<file path="src/rtl/cpu_run_ctrl_pkg.sv">
// Shared types and constants for the CPU run/halt/step controller.
// Optional button debounce is enabled with CPU_RUN_CTRL_DEBOUNCE_EN.
package cpu_run_ctrl_pkg;

    typedef enum logic [1:0] {
        HALT = 2'd0,
        RUN  = 2'd1,
        STEP = 2'd2
    } run_state_t;

    localparam int CE_COUNT_WIDTH = 32;

    function automatic logic is_active(input run_state_t s);
        return s != HALT;
    endfunction

endpackage

</file>
<file path="src/rtl/cpu_run_ctrl_btn_conditioner.sv">
// Raw push-button to single-cycle press pulse: synchronizer, optional
// debounce (CPU_RUN_CTRL_DEBOUNCE_EN), arming flag and rising-edge detector.
module btn_conditioner
`ifdef CPU_RUN_CTRL_DEBOUNCE_EN
#(
    parameter int DEBOUNCE_CYCLES = 100000
)
`endif
(
    input  logic clk,
    input  logic rst_n,
    input  logic btn_raw_i,
    output logic press_o
);

    logic       sync1_q;
    logic       sync2_q;
    logic [1:0] fill_q;
    logic       level;
    logic       prev_q;
    logic       armed_q;
    logic       press_q;

    always_ff @(posedge clk) begin
        if (!rst_n) begin
            sync1_q <= 1'b0;
            sync2_q <= 1'b0;
            fill_q  <= 2'b00;
        end else begin
            sync1_q <= btn_raw_i;
            sync2_q <= sync1_q;
            fill_q  <= {fill_q[0], 1'b1};
        end
    end

`ifdef CPU_RUN_CTRL_DEBOUNCE_EN
    localparam int CNT_W = $clog2(DEBOUNCE_CYCLES + 1);
    localparam logic [CNT_W-1:0] CNT_LAST = CNT_W'(DEBOUNCE_CYCLES - 1);

    logic             filt_q;
    logic             filt_d;
    logic [CNT_W-1:0] deb_cnt_q;
    logic [CNT_W-1:0] deb_cnt_d;

    // Any cycle where the input agrees with the filtered level restarts the count.
    always_comb begin
        filt_d    = filt_q;
        deb_cnt_d = '0;
        if (sync2_q != filt_q) begin
            if (deb_cnt_q == CNT_LAST) begin
                filt_d = sync2_q;
            end else begin
                deb_cnt_d = deb_cnt_q + 1'b1;
            end
        end
    end

    always_ff @(posedge clk) begin
        if (!rst_n) begin
            filt_q    <= 1'b0;
            deb_cnt_q <= '0;
        end else begin
            filt_q    <= filt_d;
            deb_cnt_q <= deb_cnt_d;
        end
    end

    assign level = filt_q;
`else
    assign level = sync2_q;
`endif

    // Arm only once the synchronizer holds real samples and both the raw
    // synchronized level and the filtered level read low, so a button held
    // through reset never produces a press.
    always_ff @(posedge clk) begin
        if (!rst_n) begin
            prev_q  <= 1'b0;
            armed_q <= 1'b0;
            press_q <= 1'b0;
        end else begin
            prev_q  <= level;
            armed_q <= armed_q | (fill_q[1] & ~sync2_q & ~level);
            press_q <= level & ~prev_q & armed_q;
        end
    end

    assign press_o = press_q;

endmodule

</file>
<file path="src/rtl/cpu_run_ctrl.sv">
// CPU run/halt/single-step controller: clock-enable divider, run-state FSM
// and issued-cycle counter. Button debounce via CPU_RUN_CTRL_DEBOUNCE_EN.
module cpu_run_ctrl
    import cpu_run_ctrl_pkg::*;
#(
    parameter int DIV_WIDTH       = 16,
    parameter int DEBOUNCE_CYCLES = 100000
) (
    input  logic                      clk,
    input  logic                      rst_n,
    input  logic [DIV_WIDTH-1:0]      div_i,
    input  logic                      btn_run,
    input  logic                      btn_step,
    input  logic                      cpu_halt_req,
    output logic                      cpu_ce,
    output logic [1:0]                run_state,
    output logic                      halted,
    output logic [CE_COUNT_WIDTH-1:0] ce_count
);

    if (DEBOUNCE_CYCLES < 1) begin : g_bad_debounce
        $error("DEBOUNCE_CYCLES must be at least 1");
    end

    logic run_press;
    logic step_press;

`ifdef CPU_RUN_CTRL_DEBOUNCE_EN
    btn_conditioner #(.DEBOUNCE_CYCLES(DEBOUNCE_CYCLES)) u_btn_run (
`else
    btn_conditioner u_btn_run (
`endif
        .clk      (clk),
        .rst_n    (rst_n),
        .btn_raw_i(btn_run),
        .press_o  (run_press)
    );

`ifdef CPU_RUN_CTRL_DEBOUNCE_EN
    btn_conditioner #(.DEBOUNCE_CYCLES(DEBOUNCE_CYCLES)) u_btn_step (
`else
    btn_conditioner u_btn_step (
`endif
        .clk      (clk),
        .rst_n    (rst_n),
        .btn_raw_i(btn_step),
        .press_o  (step_press)
    );

    run_state_t                state_q;
    run_state_t                state_d;
    logic [DIV_WIDTH-1:0]      div_cnt_q;
    logic [DIV_WIDTH-1:0]      div_cnt_d;
    logic                      ce_q;
    logic                      ce_d;
    logic                      skip_q;
    logic                      skip_d;
    logic [CE_COUNT_WIDTH-1:0] ce_count_q;
    logic [CE_COUNT_WIDTH-1:0] ce_count_d;
    logic                      entering;

    always_comb begin
        state_d = state_q;
        case (state_q)
            HALT: begin
                if (run_press) begin
                    state_d = RUN;
                end else if (step_press) begin
                    state_d = STEP;
                end
            end
            RUN: begin
                if (run_press || (ce_q && cpu_halt_req && !skip_q)) begin
                    state_d = HALT;
                end
            end
            STEP: begin
                if (ce_q) begin
                    state_d = HALT;
                end
            end
            default: state_d = HALT;
        endcase
    end

    // A pulse is only launched if the machine is still active next cycle,
    // so a halt decision never leaves a trailing cpu_ce behind it.
    always_comb begin
        entering   = !is_active(state_q) && is_active(state_d);
        div_cnt_d  = div_cnt_q;
        ce_d       = 1'b0;
        skip_d     = skip_q;
        ce_count_d = ce_count_q;

        if (entering) begin
            div_cnt_d = div_i;
        end else if (is_active(state_q)) begin
            if (div_cnt_q == '0) begin
                div_cnt_d = div_i;
                ce_d      = is_active(state_d);
            end else begin
                div_cnt_d = div_cnt_q - 1'b1;
            end
        end

        if (entering) begin
            skip_d = 1'b1;
        end else if (ce_q) begin
            skip_d = 1'b0;
        end

        if (ce_q) begin
            ce_count_d = ce_count_q + 1'b1;
        end
    end

    always_ff @(posedge clk) begin
        if (!rst_n) begin
            state_q    <= HALT;
            div_cnt_q  <= '0;
            ce_q       <= 1'b0;
            skip_q     <= 1'b0;
            ce_count_q <= '0;
        end else begin
            state_q    <= state_d;
            div_cnt_q  <= div_cnt_d;
            ce_q       <= ce_d;
            skip_q     <= skip_d;
            ce_count_q <= ce_count_d;
        end
    end

    assign cpu_ce    = ce_q;
    assign run_state = state_q;
    assign halted    = (state_q == HALT);
    assign ce_count  = ce_count_q;

endmodule

</file>
<file path="config.mk">
export PLATFORM = sky130hd
export DESIGN_NAME = cpu_run_ctrl
export DESIGN_NICKNAME = d
export VERILOG_FILES = /design/src/rtl/cpu_run_ctrl_pkg.sv /design/src/rtl/cpu_run_ctrl_btn_conditioner.sv /design/src/rtl/cpu_run_ctrl.sv
export SDC_FILE = /design/constraint.sdc
export NUM_CORES = 1
export LEC_CHECK = 0
export BUFFER_PORTS_ARGS = -buffer_cell sky130_fd_sc_hd__buf_2
export CORE_MARGIN = 8
export CORE_UTILIZATION = 40
export CTS_BUF_LIST = sky130_fd_sc_hd__clkbuf_2
export CTS_CLUSTER_DIAMETER = 40
export DETAILED_ROUTE_END_ITERATION = 10
export PLACE_DENSITY = 0.69
export REMOVE_ABC_BUFFERS = 1
export SYNTH_ARGS = -nofsm -noshare
export SYNTH_HDL_FRONTEND = slang
export SYNTH_HIERARCHICAL = 1
export SYNTH_SLANG_ARGS = --single-unit
</file>
<file path="constraint.sdc">
create_clock -name clk -period 2.3 [get_ports clk]
set_input_delay 0 -clock clk [delete_from_list [all_inputs] [get_ports clk]]
set_output_delay 0 -clock clk [all_outputs]
set_load 0.005 [all_outputs]
</file>
==> metrics.txt <==
# TYPE chip_impl_metric gauge
chip_impl_metric{name="crit_cells",unit=""} 7
chip_impl_metric{name="gpl.final_weighted_congestion",unit=""} 0.9187
chip_impl_metric{name="h_tree_level_count",unit=""} 3
chip_impl_metric{name="tightest_slew",unit="ps"} 532.2
chip_impl_metric{name="grt_pass1_vias",unit=""} 2746
chip_impl_metric{name="drt-wirelength-per-cell",unit="um"} 14.14
chip_impl_metric{name="io_buffers",unit=""} 56
chip_impl_metric{name="cts_num_sinks",unit=""} 66
chip_impl_metric{name="worst_skew_pair.late_latency",unit="ps"} 480
chip_impl_metric{name="diodes",unit=""} 0
chip_impl_metric{name="fp.coreArea",unit="um^2"} 7727
chip_impl_metric{name="leakagePower",unit="nW"} 1.561
chip_impl_metric{name="floorplan.initialDensity",unit=""} 0.4116
chip_impl_metric{name="grt_start_max_net_pins",unit=""} 49
chip_impl_info{name="run_status",value="finished, final reports clean"} 1
chip_impl_info{name="worst_min_delay_path_endpoint",value="u_btn_step/fill_q[0]"} 1
chip_impl_metric{name="timing.final.hold_violations",unit=""} 0
chip_impl_metric{name="maxCapViolations",unit=""} 0
chip_impl_info{name="critPathCaptureType",value="register"} 1
chip_impl_metric{name="layout.filler_cells",unit=""} 727
chip_impl_info{name="setup.worst_path.class",value="reg -> reg"} 1
chip_impl_info{name="tritoncts",value="done"} 1
chip_impl_info{name="synth.top_cells.by_area",value="dfxtp_1, xnor2_1, nor2_1"} 1
chip_impl_metric{name="clock_skew",unit="ps"} 27.13
chip_impl_metric{name="ff2ff_setup_slack",unit="ps"} 250
chip_impl_metric{name="hpwl",unit="um"} 5305
chip_impl_metric{name="setup_viol",unit=""} 0
chip_impl_metric{name="route.detailed.drc",unit=""} 0
chip_impl_metric{name="synth_async_sr_flop_share",unit=""} 0
chip_impl_metric{name="crit_fanout",unit=""} 13
chip_impl_metric{name="crit_required",unit="ps"} 2650
chip_impl_metric{name="proportion_of_layout_cells_with_a_drive_suffix_above_1",unit=""} 0.2512
chip_impl_metric{name="utilization",unit=""} 0.5050
chip_impl_info{name="critical_path.startpoint_type",value="register"} 1
chip_impl_info{name="worstHoldPathType",value="in -> reg"} 1
chip_impl_info{name="timing.rr.end",value="div_cnt_q[13]"} 1
chip_impl_metric{name="antenna_left",unit=""} 0
chip_impl_metric{name="die_area",unit="um^2"} 11060
chip_impl_info{name="rsz0062_at_grt",value="false"} 1
chip_impl_metric{name="ys_seq_area_frac",unit=""} 0.4154
chip_impl_info{name="synth_area_leader_cell",value="dfxtp_1"} 1
chip_impl_metric{name="detail_route.iter0.violations",unit=""} 117
chip_impl_metric{name="synthDistinctLibCells",unit=""} 58
chip_impl_metric{name="layout_min_cycle_time",unit="ps"} 2050
chip_impl_metric{name="worst_r2r_path_depth",unit=""} 7
chip_impl_metric{name="ys.warnings.count",unit=""} 6
chip_impl_info{name="timing.rr.start",value="div_cnt_q[0]"} 1
chip_impl_info{name="worst_path_dominant_cell_family",value="simple AND/OR/NAND/NOR gates"} 1
chip_impl_metric{name="min_path_cells",unit=""} 2
chip_impl_metric{name="grt_usage",unit=""} 0.1387
chip_impl_metric{name="worst_path_largest_cell_delay",unit="ps"} 440
chip_impl_metric{name="timing.setup.tns",unit="ps"} 0
chip_impl_metric{name="grt_overflow_total",unit=""} 0
chip_impl_metric{name="chipWidth",unit="um"} 105.2
chip_impl_metric{name="relSlewSlack",unit=""} 0.6452
chip_impl_metric{name="power_density",unit="nW/um^2"} 579.0
chip_impl_metric{name="synth.cell_area",unit="um^2"} 3181
chip_impl_metric{name="count_of_flip_flops_with_a_built_in_enable_after_synthesis",unit=""} 0
chip_impl_metric{name="achievable-frequency",unit="MHz"} 487.8
chip_impl_info{name="path_cells",value="inv_1 > ha_1 > nor4b_1 > and4_1 > or2_2 > a32oi_1 > a21oi_1"} 1
chip_impl_metric{name="layout.nets",unit=""} 453
chip_impl_metric{name="cp.arrival",unit="ps"} 2400
chip_impl_info{name="postSynth.topFlopCell",value="dfxtp_1"} 1
chip_impl_metric{name="postSynthCellCount",unit=""} 345
chip_impl_metric{name="routed-via-count",unit=""} 2875
chip_impl_metric{name="slew_viol_final",unit=""} 0
chip_impl_metric{name="clock_tree.buffer_depth",unit=""} 2
chip_impl_metric{name="cts-buffers-inserted",unit=""} 9
chip_impl_metric{name="die_h",unit="um"} 105.2
chip_impl_metric{name="route.final.wire_length",unit="um"} 7579
chip_impl_info{name="min-delay-start",value="rst_n"} 1
chip_impl_metric{name="grt_pass1_wl",unit="um"} 12820
chip_impl_metric{name="ir_worst_vdd",unit="mV"} 0.5340
chip_impl_metric{name="worst-path-buf-inv",unit=""} 1
chip_impl_metric{name="num_io_pins",unit=""} 57
chip_impl_metric{name="drt_pre_antenna_iters",unit=""} 5
chip_impl_info{name="clock-root-buffer",value="clkbuf_2"} 1
chip_impl_metric{name="share_of_the_clock_period_used_by_the_worst_path",unit=""} 0.8913
chip_impl_metric{name="synthToLayoutAreaGrowth",unit="%"} 22.70
chip_impl_metric{name="row_count",unit=""} 32
chip_impl_metric{name="synth.ff_latch_count",unit=""} 66
chip_impl_metric{name="antenna_found_initial",unit=""} 0
chip_impl_info{name="critical_path.slowest_cell",value="dfxtp_1"} 1
chip_impl_metric{name="post_synth.cell_area_avg",unit="um^2"} 9.219
chip_impl_metric{name="viasPerCell",unit=""} 5.364
chip_impl_metric{name="synth_largest_type_area_fraction",unit=""} 0.4154
chip_impl_metric{name="clk_transition_reported_paths",unit="ps"} 190
-- logic make-up (layout without fill, tap and decap cells) --
family / after synthesis / count (layout) / synth area share
xor gates and xnor gates: 28 / 28 / 0.07710
buffers and inverters: 24 / 113 / 0.03973
DFF: 66 / 66 / 0.4154
and+or+nand+nor: 164 / 164 / 0.3281
muxes: 4 / 4 / 0.01259
adders and majority gates: 3 / 3 / 0.01180
AOI/OAI and AO/OA: 56 / 56 / 0.1153
-- power breakdown --
group          switching [W]  leakage (nW)  internal [W]
clock               0.000413        0.0630      0.000246
sequential         0.0000230         0.535       0.00117
combinational       0.000241         0.963      0.000169
total               0.000676          1.56       0.00158
-- layout by cell type (no fill, tap or decap), types with 3 or more instances in the layout --
cell type,count
buf_4,11
inv_1,8
dlygate4sd3_1,22
or3_1,4
nand4_1,8
nor4_2,3
nor3_2,3
clkbuf_2,10
xor2_1,11
nor3_1,14
mux2i_1,4
and2_1,4
o21ai_0,5
o21a_1,4
a31oi_1,9
and4_1,7
and2_2,6
xnor2_1,17
nor2_1,39
nor2b_1,3
nand2_1,21
nor4b_1,4
ha_1,3
dfxtp_1,66
nor4_1,10
nor4_4,4
buf_2,56
a21oi_1,17
o31ai_1,5
nand3_1,13
-- timing repair --
item                                   4_1_cts  5_1_grt
endpoints found under the hold margin       30        0
buffers inserted                             0        0
hold buffers                                22        0
gates resized for setup                      0        0
-- layout make-up --
type	count	area (um^2)	share of cell area
Clock buffer	10	50.05	0.01282
Timing Repair Buffer	89	583.1	0.1494
Tap cell	102	127.6	0.03270
Inverter	8	30.03	0.007695
Clock inverter	6	57.56	0.01475
Sequential cell	66	1321	0.3386
Multi-Input combinational cell	255	1733	0.4441
-- registers in the layout, indices dropped and copies added, names as in the netlist, 2 cells and up --
signal and count:
run_state 2, ce_count 32, div_cnt_q 16, u_btn_run/fill_q 2, u_btn_step/fill_q 2
-- layer usage --
| layer | vias to the layer above | part of all wire | track usage |
|---|---|---|---|
| li1 | 1427 | - | - |
| met1 | 1339 | 0.43 | 0.1588 |
| met2 | 99 | 0.48 | 0.2330 |
| met3 | 10 | 0.078 | 0.04853 |
| met4 | 0 | 0.010 | 0.05097 |
| met5 | - | 0 | 0 |
-- cell usage after synthesis, types with 2 or more instances --
master	count
o21ai_0	5
nand3b_1	2
inv_1	8
xor2_1	11
buf_2	2
a31oi_1	9
a32oi_1	2
mux2i_1	4
nor2_1	39
nor4b_1	4
clkbuf_1	7
and2_1	4
or3_1	4
or4_1	2
dfxtp_1	66
nor4_4	4
nand3_1	13
buf_6	3
ha_1	3
a21oi_1	17
a221oi_1	2
o21a_1	4
nand4_1	8
nand2_1	21
nor2b_1	3
nor4_2	3
o21ai_1	2
xnor2_1	17
and4_1	7
o32ai_1	2
nor3_1	14
buf_4	3
and3b_1	2
nor3_2	3
and2_4	2
and2_2	6
and3_1	2
nor4_1	10
o311ai_0	2
o31ai_1	5
-- how the worst max path moves through the flow --
stage / from / to / slack, ps
final: div_cnt_q[0] / div_cnt_q[13] / 250
after global routing: div_cnt_q[0] / div_cnt_q[3] / 90
after CTS: div_cnt_q[0] / div_cnt_q[13] / 270
after detailed placement: div_cnt_q[0] / div_cnt_q[11] / 280
after global placement: div_cnt_q[0] / div_cnt_q[11] / 350
after floorplan: run_state[0] / div_cnt_q[3] / 180
-- per-stage QoR --
| step | cells | cell area, um^2 | total power [W] | hold WS [ps] | setup WS [ps] |
|---|---|---|---|---|---|
| after floorplan | 329 | 3084 | 0.001454 | 27.72 | 176.8 |
| after global placement | 498 | 3575 | 0.001585 | 219.0 | 352.9 |
| after detailed placement | 498 | 3575 | 0.001591 | 224.2 | 282.2 |
| after CTS | 536 | 3902 | 0.002279 | 263.4 | 271.8 |
| after global routing | 536 | 3902 | 0.002387 | 282.5 | 86.63 |
| final | 536 | 3902 | 0.002260 | 324.2 | 249.9 |
Power figures use the tool's default switching activity.
